$ cat src/rtl/lsu.sv
// Load/store unit sitting directly after execute.
// Each accepted instruction is decoded once. It either completes locally
// (pass-through or exception) or runs one valid/ready bus transaction.
// The formatted result is then offered to write-back on a valid/ready handshake.
// Every bus and result output comes straight from a flop.

module lsu #(
    parameter int unsigned BUS_LAT_MAX = 32'd0
) (
    input  logic        clk,
    input  logic        rst_n,
    input  logic        in_valid,
    output logic        in_ready,
    input  logic        in_is_load,
    input  logic        in_is_store,
    input  logic [2:0]  in_funct3,
    input  logic [31:0] in_alu_result,
    input  logic [31:0] in_rs2_data,
    output logic        req_valid,
    input  logic        req_ready,
    output logic        req_we,
    output logic [31:0] req_addr,
    output logic [31:0] req_wdata,
    output logic [3:0]  req_wstrb,
    input  logic        rsp_valid,
    input  logic [31:0] rsp_rdata,
    input  logic        rsp_err,
    output logic        out_valid,
    input  logic        out_ready,
    output logic [31:0] out_data,
    output logic        out_err,
    output logic [1:0]  out_err_code
);

    typedef enum logic [1:0] {
        S_IDLE = 2'b00,
        S_REQ  = 2'b01,
        S_WAIT = 2'b10,
        S_DONE = 2'b11
    } state_t;

    localparam logic [1:0] ERR_NONE     = 2'b00;
    localparam logic [1:0] ERR_MISALIGN = 2'b01;
    localparam logic [1:0] ERR_BUS      = 2'b10;
    localparam logic [1:0] ERR_ILLEGAL  = 2'b11;

    // A zero limit disables the response watchdog entirely.
    localparam bit          TMO_EN   = (BUS_LAT_MAX != 32'd0);
    localparam logic [15:0] TMO_LAST = TMO_EN ? 16'(BUS_LAT_MAX - 32'd1) : 16'd0;

    // funct3 codes that RV32 defines for the given access direction.
    function automatic logic f3_legal(input logic is_load, input logic [2:0] f3);
        logic ok;
        if (is_load) begin
            case (f3)
                3'b000, 3'b001, 3'b010, 3'b100, 3'b101: ok = 1'b1;
                default:                                ok = 1'b0;
            endcase
        end else begin
            case (f3)
                3'b000, 3'b001, 3'b010: ok = 1'b1;
                default:                ok = 1'b0;
            endcase
        end
        return ok;
    endfunction

    // Natural alignment check. The size is funct3[1:0]: 0 = byte, 1 = half, 2 = word.
    function automatic logic is_misaligned(input logic [1:0] size, input logic [1:0] off);
        logic bad;
        case (size)
            2'b01:   bad = off[0];
            2'b10:   bad = (off != 2'b00);
            default: bad = 1'b0;
        endcase
        return bad;
    endfunction

    // Replicate store data across every lane it may land in.
    function automatic logic [31:0] store_wdata(input logic [1:0] size, input logic [31:0] rs2);
        logic [31:0] d;
        case (size)
            2'b00:   d = {4{rs2[7:0]}};
            2'b01:   d = {2{rs2[15:0]}};
            default: d = rs2;
        endcase
        return d;
    endfunction

    // Byte-enable mask for the lanes touched by a store.
    function automatic logic [3:0] store_strb(input logic [1:0] size, input logic [1:0] off);
        logic [3:0] s;
        case (size)
            2'b00:   s = 4'b0001 << off;
            2'b01:   s = 4'b0011 << off;
            default: s = 4'b1111;
        endcase
        return s;
    endfunction

    // Pull the addressed lanes out of the read word and extend them.
    function automatic logic [31:0] load_format(input logic [2:0] f3, input logic [1:0] off,
                                                input logic [31:0] rdata);
        logic [31:0] sh;
        logic [31:0] r;
        sh = rdata >> {off, 3'b000};
        case (f3)
            3'b000:  r = {{24{sh[7]}}, sh[7:0]};
            3'b100:  r = {24'h000000, sh[7:0]};
            3'b001:  r = {{16{sh[15]}}, sh[15:0]};
            3'b101:  r = {16'h0000, sh[15:0]};
            3'b010:  r = rdata;
            default: r = 32'h00000000;
        endcase
        return r;
    endfunction

    state_t      state_r,        state_nxt_s;
    logic        req_valid_r,    req_valid_nxt_s;
    logic        req_we_r,       req_we_nxt_s;
    logic [31:0] req_addr_r,     req_addr_nxt_s;
    logic [31:0] req_wdata_r,    req_wdata_nxt_s;
    logic [3:0]  req_wstrb_r,    req_wstrb_nxt_s;
    logic        out_valid_r,    out_valid_nxt_s;
    logic [31:0] out_data_r,     out_data_nxt_s;
    logic        out_err_r,      out_err_nxt_s;
    logic [1:0]  out_code_r,     out_code_nxt_s;
    logic [2:0]  funct3_r,       funct3_nxt_s;
    logic [1:0]  off_r,          off_nxt_s;
    logic [15:0] tmo_cnt_r,      tmo_cnt_nxt_s;

    assign in_ready     = (state_r == S_IDLE);
    assign req_valid    = req_valid_r;
    assign req_we       = req_we_r;
    assign req_addr     = req_addr_r;
    assign req_wdata    = req_wdata_r;
    assign req_wstrb    = req_wstrb_r;
    assign out_valid    = out_valid_r;
    assign out_data     = out_data_r;
    assign out_err      = out_err_r;
    assign out_err_code = out_code_r;

    // Next-state and next-register values; everything holds unless a transition says otherwise.
    always_comb begin
        state_nxt_s     = state_r;
        req_valid_nxt_s = req_valid_r;
        req_we_nxt_s    = req_we_r;
        req_addr_nxt_s  = req_addr_r;
        req_wdata_nxt_s = req_wdata_r;
        req_wstrb_nxt_s = req_wstrb_r;
        out_valid_nxt_s = out_valid_r;
        out_data_nxt_s  = out_data_r;
        out_err_nxt_s   = out_err_r;
        out_code_nxt_s  = out_code_r;
        funct3_nxt_s    = funct3_r;
        off_nxt_s       = off_r;
        tmo_cnt_nxt_s   = tmo_cnt_r;

        case (state_r)
            S_IDLE: begin
                if (in_valid) begin
                    funct3_nxt_s   = in_funct3;
                    off_nxt_s      = in_alu_result[1:0];
                    tmo_cnt_nxt_s  = 16'd0;
                    out_data_nxt_s = 32'h00000000;
                    out_err_nxt_s  = 1'b0;
                    out_code_nxt_s = ERR_NONE;
                    if (in_is_load && in_is_store) begin
                        state_nxt_s     = S_DONE;
                        out_valid_nxt_s = 1'b1;
                        out_err_nxt_s   = 1'b1;
                        out_code_nxt_s  = ERR_ILLEGAL;
                    end else if (!in_is_load && !in_is_store) begin
                        state_nxt_s     = S_DONE;
                        out_valid_nxt_s = 1'b1;
                        out_data_nxt_s  = in_alu_result;
                    end else if (!f3_legal(in_is_load, in_funct3)) begin
                        state_nxt_s     = S_DONE;
                        out_valid_nxt_s = 1'b1;
                        out_err_nxt_s   = 1'b1;
                        out_code_nxt_s  = ERR_ILLEGAL;
                    end else if (is_misaligned(in_funct3[1:0], in_alu_result[1:0])) begin
                        state_nxt_s     = S_DONE;
                        out_valid_nxt_s = 1'b1;
                        out_err_nxt_s   = 1'b1;
                        out_code_nxt_s  = ERR_MISALIGN;
                    end else begin
                        state_nxt_s     = S_REQ;
                        req_valid_nxt_s = 1'b1;
                        req_we_nxt_s    = in_is_store;
                        req_addr_nxt_s  = {in_alu_result[31:2], 2'b00};
                        if (in_is_store) begin
                            req_wdata_nxt_s = store_wdata(in_funct3[1:0], in_rs2_data);
                            req_wstrb_nxt_s = store_strb(in_funct3[1:0], in_alu_result[1:0]);
                        end else begin
                            req_wdata_nxt_s = 32'h00000000;
                            req_wstrb_nxt_s = 4'b0000;
                        end
                    end
                end else begin
                    state_nxt_s = S_IDLE;
                end
            end
            S_REQ: begin
                if (req_ready) begin
                    state_nxt_s     = S_WAIT;
                    req_valid_nxt_s = 1'b0;
                    tmo_cnt_nxt_s   = 16'd0;
                end else begin
                    state_nxt_s = S_REQ;
                end
            end
            S_WAIT: begin
                if (rsp_valid) begin
                    state_nxt_s     = S_DONE;
                    out_valid_nxt_s = 1'b1;
                    if (rsp_err) begin
                        out_data_nxt_s = 32'h00000000;
                        out_err_nxt_s  = 1'b1;
                        out_code_nxt_s = ERR_BUS;
                    end else if (req_we_r) begin
                        out_data_nxt_s = 32'h00000000;
                    end else begin
                        out_data_nxt_s = load_format(funct3_r, off_r, rsp_rdata);
                    end
                end else if (TMO_EN && (tmo_cnt_r == TMO_LAST)) begin
                    state_nxt_s     = S_DONE;
                    out_valid_nxt_s = 1'b1;
                    out_data_nxt_s  = 32'h00000000;
                    out_err_nxt_s   = 1'b1;
                    out_code_nxt_s  = ERR_BUS;
                end else if (TMO_EN) begin
                    tmo_cnt_nxt_s = tmo_cnt_r + 16'd1;
                end else begin
                    tmo_cnt_nxt_s = tmo_cnt_r;
                end
            end
            S_DONE: begin
                if (out_ready) begin
                    state_nxt_s     = S_IDLE;
                    out_valid_nxt_s = 1'b0;
                end else begin
                    state_nxt_s = S_DONE;
                end
            end
            default: begin
                state_nxt_s     = S_IDLE;
                req_valid_nxt_s = 1'b0;
                out_valid_nxt_s = 1'b0;
            end
        endcase
    end

    // State and datapath registers; reset abandons any transaction in flight.
    always_ff @(posedge clk or negedge rst_n) begin
        if (!rst_n) begin
            state_r     <= S_IDLE;
            req_valid_r <= 1'b0;
            req_we_r    <= 1'b0;
            req_addr_r  <= 32'h00000000;
            req_wdata_r <= 32'h00000000;
            req_wstrb_r <= 4'b0000;
            out_valid_r <= 1'b0;
            out_data_r  <= 32'h00000000;
            out_err_r   <= 1'b0;
            out_code_r  <= 2'b00;
            funct3_r    <= 3'b000;
            off_r       <= 2'b00;
            tmo_cnt_r   <= 16'd0;
        end else begin
            state_r     <= state_nxt_s;
            req_valid_r <= req_valid_nxt_s;
            req_we_r    <= req_we_nxt_s;
            req_addr_r  <= req_addr_nxt_s;
            req_wdata_r <= req_wdata_nxt_s;
            req_wstrb_r <= req_wstrb_nxt_s;
            out_valid_r <= out_valid_nxt_s;
            out_data_r  <= out_data_nxt_s;
            out_err_r   <= out_err_nxt_s;
            out_code_r  <= out_code_nxt_s;
            funct3_r    <= funct3_nxt_s;
            off_r       <= off_nxt_s;
            tmo_cnt_r   <= tmo_cnt_nxt_s;
        end
    end

endmodule

$ cat config.mk
export PLATFORM = sky130hd
export DESIGN_NAME = lsu
export DESIGN_NICKNAME = d
export VERILOG_FILES = /design/src/rtl/lsu.sv
export SDC_FILE = /design/constraint.sdc
export NUM_CORES = 1
export LEC_CHECK = 0
export ABC_AREA = 0
export BUFFER_PORTS_ARGS = -buffer_cell sky130_fd_sc_hd__buf_2
export CAP_MARGIN = 10
export CORE_UTILIZATION = 35
export DETAILED_ROUTE_END_ITERATION = 10
export GPL_TIMING_DRIVEN = 1
export HOLD_SLACK_MARGIN = 0.06
export PLACE_DENSITY = 0.63
export SLEW_MARGIN = 5
export SYNTH_ARGS = -nofsm -noshare
export SYNTH_HDL_FRONTEND = slang
export SYNTH_SLANG_ARGS = --single-unit
$ cat constraint.sdc
create_clock -name clk -period 3.34 [get_ports clk]
set_input_delay 0.334 -clock clk [delete_from_list [all_inputs] [get_ports clk]]
set_output_delay 0.334 -clock clk [all_outputs]
set_load 0.005 [all_outputs]
# Word level (Yosys, flattened, before mapping)
# Cells that the tools add are included.
[op_classes]
n_eq_ne = 23
n_shift = 3
muxes = 65
bitwise = 3
reduce_logical = 20
[ops]
columns = ["op", "n"]
rows = [
  ["2-to-1 mux 32 bit", 7],
  ["case mux 32 bit (5 select lines)", 1],
  ["case mux 32 bit (2 select lines)", 2],
  ["2-to-1 mux 1 bit", 33],
  [">> shifter 32 x 5 -> 16 bit", 1],
  ["2-to-1 mux 2 bit", 14],
  ["inequality test 2 bit (second input constant)", 8],
  ["equality test 3 bit (second input constant)", 4],
  ["case mux 2 bit (4 select lines)", 1],
  ["case mux 4 bit (2 select lines)", 1],
  ["AND reduction 7 bit", 1],
  ["equality test 2 bit (second input constant)", 3],
  ["equality test 3 x 1 -> 1 bit (second input constant)", 2],
  ["equality test 3 x 2 -> 1 bit (second input constant)", 2],
  ["logical NOT 3 bit", 2],
  ["case mux 1 bit (2 select lines)", 3],
  ["AND reduction 6 bit", 1],
  ["nonzero test 2 bit", 3],
  ["inequality test 5 x 4 -> 1 bit (second input constant)", 1],
  ["AND reduction 5 bit", 1],
  ["OR reduction 5 bit", 1],
  ["equality test 2 x 1 -> 1 bit (second input constant)", 2],
  ["logical NOT 2 bit", 2],
  ["2-to-1 mux 4 bit", 1],
  ["other kinds (13)", 17],
]
[word_totals]
register_bits = 111
in_bits = 108
output_inout_bits = 107
wordCells = 126

# Longest topological paths before layout
# Gate-level depths: netlist of the first run.
[logic_depth]
depth_word = 19
mapped_depth = 9
ltp_nobuf = 6

# Worst setup path before layout of the first run
# Ideal clock, no wire load.
[synth_path]
path_type = "in2reg"
startpoint = "in in_funct3[0]"
endpoint = "reg req_addr_r[10], in the netlist req_addr[10]"
setup_time_ns = 0.125
arrival_time_ns = 1.963
t_required_ns = 3.215
setup_slack_ns = 1.253
stages = 8
path_buffers = 2
cell_sequence = "inv_1 -> ha_1 -> or2_2 -> clkbuf_1 -> o21a_1 -> nand4_1 -> buf_2 -> mux2_2"
[synth_via]
elab_chain_len = 9
elab_cells_between_ends = 24
cone_classes = "6 x eq/ne; 13 x mux; 1 x bitwise; 4 x reduce/logical"
[synth_rtl]
columns = ["element", "line_no", "rtl"]
rows = [
  ["start: declaration", "16", "input logic [2:0] in_funct3,"],
  ["equality test 3 x 1 -> 1 bit (tied with other cells)", "55, 60", ""],
  ["OR reduction 5 bit (tied with other cells)", "55", "case (f3)"],
  ["2-to-1 mux 1 bit, on equally long branches", "55, 177, 60", ""],
  ["2-to-1 mux 1 bit, on equally long branches", "54, 173", ""],
  ["2-to-1 mux 1 bit, on equally long branches", "173, 168", ""],
  ["2-to-1 mux 1 bit, on equally long branches", "168, 161", ""],
  ["2-to-1 mux 1 bit, on equally long branches", "161, 159", ""],
  ["2-to-1 mux 1 bit or inverter 1 bit (tied branches)", "n/a", ""],
  ["AND reduction 6 bit (no line) *", "n/a", ""],
  ["end signal: assignment", "274", "req_addr_r <= req_addr_nxt_s;"],
  ["end: declaration", "121", "logic [31:0] req_addr_r, req_addr_nxt_s;"],
]
# Every way passes the cells marked *; elsewhere a longest branch is shown, timed or not. The select of a mux whose other input is x is not followed.
# A chain may end at the register's enable or synchronous reset.

# Worst setup path after layout of the first run
[layout_path]
startpoint = "reg state_r[0]"
endpoint = "reg out_data_r[18], in the netlist out_data[18]"
[layout_via]
elab_chain_len = 3
elab_cells_between_ends = 7
cone_classes = "3 x eq/ne; 1 x mux; 3 x reduce/logical"
[layout_rtl]
columns = ["element", "line_no", "rtl"]
rows = [
  ["start: declaration", "118", "state_t state_r, state_nxt_s;"],
  ["start signal: assignment", "271", "state_r <= state_nxt_s;"],
  ["equality test 2 bit or logical NOT 2 bit (tied branches)", "159", "case (state_r)"],
  ["inequality test 2 bit (no line) or nonzero test 2 bit (tied branches)", "n/a", ""],
  ["AND reduction 3 bit (no line)", "n/a", ""],
  ["end signal: assignment", "278", "out_data_r <= out_data_nxt_s;"],
  ["end: declaration", "125", "logic [31:0] out_data_r, out_data_nxt_s;"],
]
# Several ways; a longest one is shown, not always the timed one.

==> flow_summary_export.csv, run 1 <==
group,metric,value,unit
outcome,outcome,"finished, final reports clean",
worst_setup_path,cp.depth,3,
cts,cts_resized,0,
drt,vias,5296,
logic_synthesis,yosysMostFrequentCell,"dfrtp_1",
timing,period_share,72.55,%
worst_setup_path,crit_chain,"nor4b_1 > nand2_1 > a221oi_1",
logic_synthesis,synthDistinctLibCells,52,
timing,setup_tns,0,ns
placement,dpl_cell_area,6952,sq um
grt,grt_start_max_net_pins,76,
timing,slew-limit-headroom,35.25,%
drt,drt-initial-drc-count,274,
cts,numCtsBuffers,9,
final_layout,final_util,45.63,%
cts,post_cts_buffers,0,
final_layout,multi_input_area,2679,sq um
cts,tritoncts,"done",
drt,via_per_inst,5.592,
final_layout,fin_nets,837,
die,ios,215,
grt,grt-ovfl-total,0,
logic_synthesis,ys_dominant_reg_cell,"dfrtp_1",
logic_synthesis,yosys_warnings,0,
logic_synthesis,syn_avg_cell_area,10.65,sq um
timing,worstMarginPinSlew,0.9712,ns
worst_setup_path,end_kind,"flop",
worst_setup_path,path_class,"flop to flop",
logic_synthesis,synth_top_cell_by_area,"dfrtp_1",
power,p_sw_share,37.99,%
final_layout,instances_no_fill,947,
drt,wirelength,18.68,mm
die,core_area,15890,sq um
timing,finalMaxSlewViolations,0,
die,die_area,16830,sq um
cts,htreeDepth,3,
cts,root_buffer,"clkbuf_16",
worst_setup_path,cp.arrival,2.66,ns
drt,post_drt_wl_per_cell,19.72,um
placement,portBuffers,212,
cts,clk_latency,0.36,ns
grt,grt_usage,22.27,%
logic_synthesis,synthTopCellsByArea,"dfrtp_1, mux2_2, mux2i_1, a221oi_1, a21oi_1",
final_layout,diodes,0,
power,power_density,840.7,nW/um^2
cts,hold_buffers,0,
cts,cts_buffer_depth,2,
hold_path,hold_path.class,"input port to async pin",
die,die_h,129.7,um
final_layout,regArea,2778,sq um
grt,grt_antenna_before_repair,0,
drt,drc,0,
drt,final_antenna_net_count,0,
cts,clk_pin_slew,0.07,ns
power,p_int,3.779,mW
worst_setup_path,cp.required,3.58,ns
final_layout,final_area,7248,sq um
worst_setup_path,slowest_delay,0.68,ns
cts,cts_sinks,111,
run,max-cap-violations,0,
placement,gp_congestion,0.7951,
worst_setup_path,critPathTopFamily,"simple AND/OR/NAND/NOR gates",
grt,grt_pass1_vias,5063,
power,clkPwrFrac,17.5,%
final_layout,nFillCells,1547,
logic_synthesis,ys_top_cells_by_count,"dfrtp_1, a21oi_1, nor2_1",
power,ir_drop,0.3179,mV
power,comb_power_share,43.9,%
timing,fmax,412.7,MHz
worst_setup_path,worstRegToRegCells,3,
logic_synthesis,synth_cells,536,
worst_setup_path,critPathMaxFanout,23,
timing,post-route-min-period,2.423,ns
timing,clock_skew,0.008519,ns
logic_synthesis,synth_area,5709,sq um
drt,drtPass1Iterations,6,
final_layout,syn_to_final_growth,26.96,%
timing,rsz0062_at_grt,"no",
placement,hpwl,13.89,mm
die,initial_core_util,35.94,%
die,core.rowCount,46,
worst_setup_path,cp_num_buf_inv,0,
logic_synthesis,async_flop_share,100.0,%
logic_synthesis,yosysTopAreaCellShare,48.65,%
timing,whs,0.1231,ns
die,die_w,129.7,um
timing,hold_viol_final,0,
power,netSwitchingPower,2.315,mW
worst_setup_path,crit_path_start_kind,"flop",
grt,grt_pass1_wl,28.34,mm
power,sequentialPowerShare,38.6,%
logic_synthesis,seq_area_frac_synth,48.65,%
placement,placed_cells,930,
timing,setup_violations,0,
final_layout,drive_gt1_share,39.40,%
logic_synthesis,synth-edff-count,0,
logic_synthesis,ys_seq_elements,111,
worst_setup_path,slowest_stage,"nand2_1",
power,leakage,3.637,nW
-- stage by stage --
| step | setup slack [ns] | power, mW |
|---|---|---|
| final | 0.9167 | 6.093 |
| after global routing | 0.6697 | 6.534 |
| after CTS | 0.8984 | 6.133 |
| after detailed placement | 0.7070 | 5.056 |
| after global placement | 0.8240 | 4.959 |
| after floorplan | 1.253 | 3.906 |
-- state kept, by name, indices dropped and copies added (netlist names) --
| register | flops |
|---|---|
| state_r | 2 |
| req_wstrb | 4 |
| funct3_r | 3 |
| out_valid | 1 |
| off_r | 2 |
| out_err_code | 2 |
| out_data | 32 |
| req_addr | 30 |
| out_err | 1 |
| req_valid | 1 |
| req_wdata | 32 |
| req_we | 1 |
-- logic make-up (layout without fill, tap and decap cells) --
logic type      Yosys count  after routing  synth area share (%)
other cells               1              2               0.06568
fa+ha+maj                 3              3                0.6575
compound gates          171            171                 22.88
buf+inv                  64            258                 5.106
flops                   111            111                 48.65
mux                      65             65                 12.34
simple gates            121            121                 10.30
-- cell usage in the layout, fill, tap and decap left out, drive strengths merged, types with 15 or more instances in the layout --
master  synthesis  layout
or3            17      17
a221oi         30      30
a22oi          17      17
mux2           33      33
dfrtp         111     111
inv            15      16
nand3          18      18
mux2i          31      31
a32o           16      16
nand2          31      31
a21oi          39      39
o22ai          15      15
nor2           33      33
buf            25     227
-- area by class of cell --
type | instances | share of cell area [%]
inverters | 15 | 0.7768
well taps | 216 | 3.729
clock buffers | 13 | 3.591
flip-flops and latches | 111 | 38.32
multi-input cells | 362 | 36.96
repair buffers | 227 | 16.28
clock inverters | 3 | 0.3452
-- routing by layer --
layer | vias to the layer above | share of wire, % | global-route usage [%]
li1 | 2418 | - | -
met1 | 2609 | 42 | 28.76
met2 | 250 | 48 | 36.84
met3 | 19 | 8.6 | 5.781
met4 | 0 | 1.5 | 6.293
met5 | - | 0 | 0
-- worst paths after layout --
| check | startpoint | endpoint | slack, ns |
|---|---|---|---|
| max | state_r[0]$_DFFE_PN0N_ | out_data[18]$_DFFE_PN0P_ | 0.92 |
| min | rst_n | req_addr[16]$_DFFE_PN0P_ | 0.12 |
| max reg2reg | state_r[0]$_DFFE_PN0N_ | out_data[18]$_DFFE_PN0P_ | 0.92 |
| min reg2reg | req_wdata[14]$_DFFE_PN0P_ | req_wdata[14]$_DFFE_PN0P_ | 0.50 |
| max in group asynchronous | rst_n | req_addr[5]$_DFFE_PN0P_ | 2.34 |
| min in group clk | in_alu_result[4] | req_addr[4]$_DFFE_PN0P_ | 0.22 |
-- power by group through the flow --
| stage | combinational [mW] | clock, mW | sequential (mW) |
|---|---|---|---|
| floorplan | 1.57 | 0 | 2.34 |
| global placement | 2.62 | 0 | 2.34 |
| detailed placement | 2.69 | 0 | 2.37 |
| CTS | 2.69 | 1.09 | 2.35 |
| global route | 2.95 | 1.16 | 2.43 |
| finish | 2.68 | 1.07 | 2.35 |
Power figures use the tool's default switching activity.
==> run 2: changes to the inputs <==
clock period = 2.4 ns   (was 3.34 ns; I/O delays follow)
==> flow_summary_export.csv, run 2 (synthesis gave the netlist of run 1 again) <==
group,metric,value,unit
outcome,outcome,"finished, final reports clean",
worst_setup_path,r2r_setup_slack,0.30,ns
final_layout,layout_commonest_cell,"buf_2",
grt,grt_antenna_before_repair,1,
timing,finalMaxSlewViolations,0,
worst_setup_path,worstRegToRegCells,5,
hold_path,holdPathEnd,"req_addr[4]$_DFFE_PN0P_",
timing,fmax,475.4,MHz
timing,hold_viol_final,0,
die,core.rowCount,46,
drt,drtPass1Iterations,5,
power,totalPowerFinal,8.615,mW
final_layout,nFillCells,1538,
worst_setup_path,cp.arrival,2.34,ns
cts,root_buffer,"clkbuf_16",
power,p_int,5.393,mW
cts,post_cts_buffers,0,
timing,layout_setup_ws,0.2967,ns
power,ir_drop,0.4567,mV
die,core_area,15890,sq um
worst_setup_path,timing.rr.end,"out_data[31]$_DFFE_PN0P_",
drt,vias,5341,
hold_path,hold_path.class,"input port to flop",
final_layout,layout_common_cells,"buf_2, dfrtp_1, a21oi_1, nor2_1, mux2_2",
placement,dpl_cell_area,7042,sq um
power,power_density,1169,nW/um^2
die,die_h,129.7,um
placement,dpl_worst_slack,-0.005491,ns
power,netSwitchingPower,3.222,mW
grt,grt-ovfl-total,0,
final_layout,drive_gt1_share,40.19,%
timing,worstMarginPinSlew,0.6555,ns
power,p_sw_share,37.40,%
cts,clk_latency,0.35,ns
cts,tritoncts,"done",
final_layout,final_area,7367,sq um
timing,setup_tns,0,ns
placement,portBuffers,212,
power,leakage,3.707,nW
drt,post_drt_wl_per_cell,19.30,um
power,clkPwrFrac,18.1,%
final_layout,multi_input_area,2679,sq um
timing,period_share,87.64,%
drt,via_per_inst,5.587,
timing,setup_violations,0,
worst_setup_path,worstReg2RegStart,"state_r[1]$_DFFE_PN0N_",
placement,hpwl,13.93,mm
placement,gp_congestion,0.8402,
grt,grt_start_max_net_pins,60,
final_layout,fin_nets,845,
worst_setup_path,critPathMaxFanout,30,
power,comb_power_share,44.2,%
hold_path,min_from,"in_alu_result[4]",
worst_setup_path,crit_path_start_kind,"flop",
die,die_area,16830,sq um
worst_setup_path,path_class,"flop to flop",
cts,clk_pin_slew,0.08,ns
power,sequentialPowerShare,37.7,%
grt,grt_pass1_wl,28.67,mm
worst_setup_path,end_kind,"flop",
grt,grt_pass1_vias,5260,
final_layout,regArea,2778,sq um
worst_setup_path,cp.required,2.64,ns
drt,final_antenna_net_count,0,
final_layout,syn_to_final_growth,29.04,%
cts,cts_buffer_depth,2,
hold_path,hold_path_depth,2,
drt,wirelength,18.45,mm
die,die_w,129.7,um
drt,drc,0,
grt,grt_usage,22.28,%
cts,hold_buffers,1,
timing,clock_skew,0.009276,ns
die,ios,215,
cts,cts_resized,0,
cts,numCtsBuffers,9,
timing,post-route-min-period,2.103,ns
cts,cts_sinks,111,
die,initial_core_util,35.94,%
run,max-cap-violations,0,
timing,whs,0.1290,ns
timing,rsz0062_at_grt,"no",
cts,htreeDepth,3,
timing,slew-limit-headroom,56.14,%
drt,drt-initial-drc-count,360,
[run 2: worst max path at each step]
stage,from,endpoint
2_1_floorplan,in_funct3[0],req_addr[10]$_DFFE_PN0P_
3_3_place_gp,in_funct3[1],req_wdata[24]$_DFFE_PN0P_
3_5_place_dp,in_funct3[1],req_wdata[26]$_DFFE_PN0P_
4_1_cts,state_r[1]$_DFFE_PN0N_,req_wdata[26]$_DFFE_PN0P_
5_1_grt,state_r[1]$_DFFE_PN0N_,out_data[20]$_DFFE_PN0P_
6_report,state_r[1]$_DFFE_PN0N_,out_data[31]$_DFFE_PN0P_
[run 2: through the flow]
stage	util, %	std cells
after global routing	46.36	955
after global placement	44.33	937
after CTS	46.31	954
after floorplan	-	537
final	46.38	956
after detailed placement	44.33	937
[run 2: final cells by class]
type | instances | share of cell area (%)
inverters | 15 | 0.7643
multi-input cells | 362 | 36.36
repair buffers | 235 | 17.32
flip-flops and latches | 111 | 37.70
diodes | 1 | 0.03397
clock inverters | 6 | 0.9001
well taps | 216 | 3.668
clock buffers | 10 | 3.244
[run 2: critical path: stages, from the launching register on]
cell	delay [ns]
dfrtp_1	0.57
mux2i_1	0.59
or2_2	0.25
buf_12	0.18
a21oi_1	0.07
a221oi_1	0.32
[run 2: power groups by stage]
| stage | clock [mW] | combinational [mW] | sequential [mW] |
|---|---|---|---|
| final | 1.56 | 3.81 | 3.25 |
| after global routing | 1.67 | 4.20 | 3.36 |
| after CTS | 1.60 | 3.82 | 3.25 |
| after detailed placement | 0 | 3.82 | 3.27 |
| after global placement | 0 | 3.73 | 3.23 |
| after floorplan | 0 | 2.19 | 3.25 |
[run 2: layer usage]
layer / part of all wire (%) / GRT usage [%] / vias up
li1: - / - / 2436
met1: 41 / 28.08 / 2633
met2: 48 / 37.06 / 254
met3: 9.3 / 6.232 / 18
met4: 1.6 / 6.908 / 0
met5: 0 / 0 / -
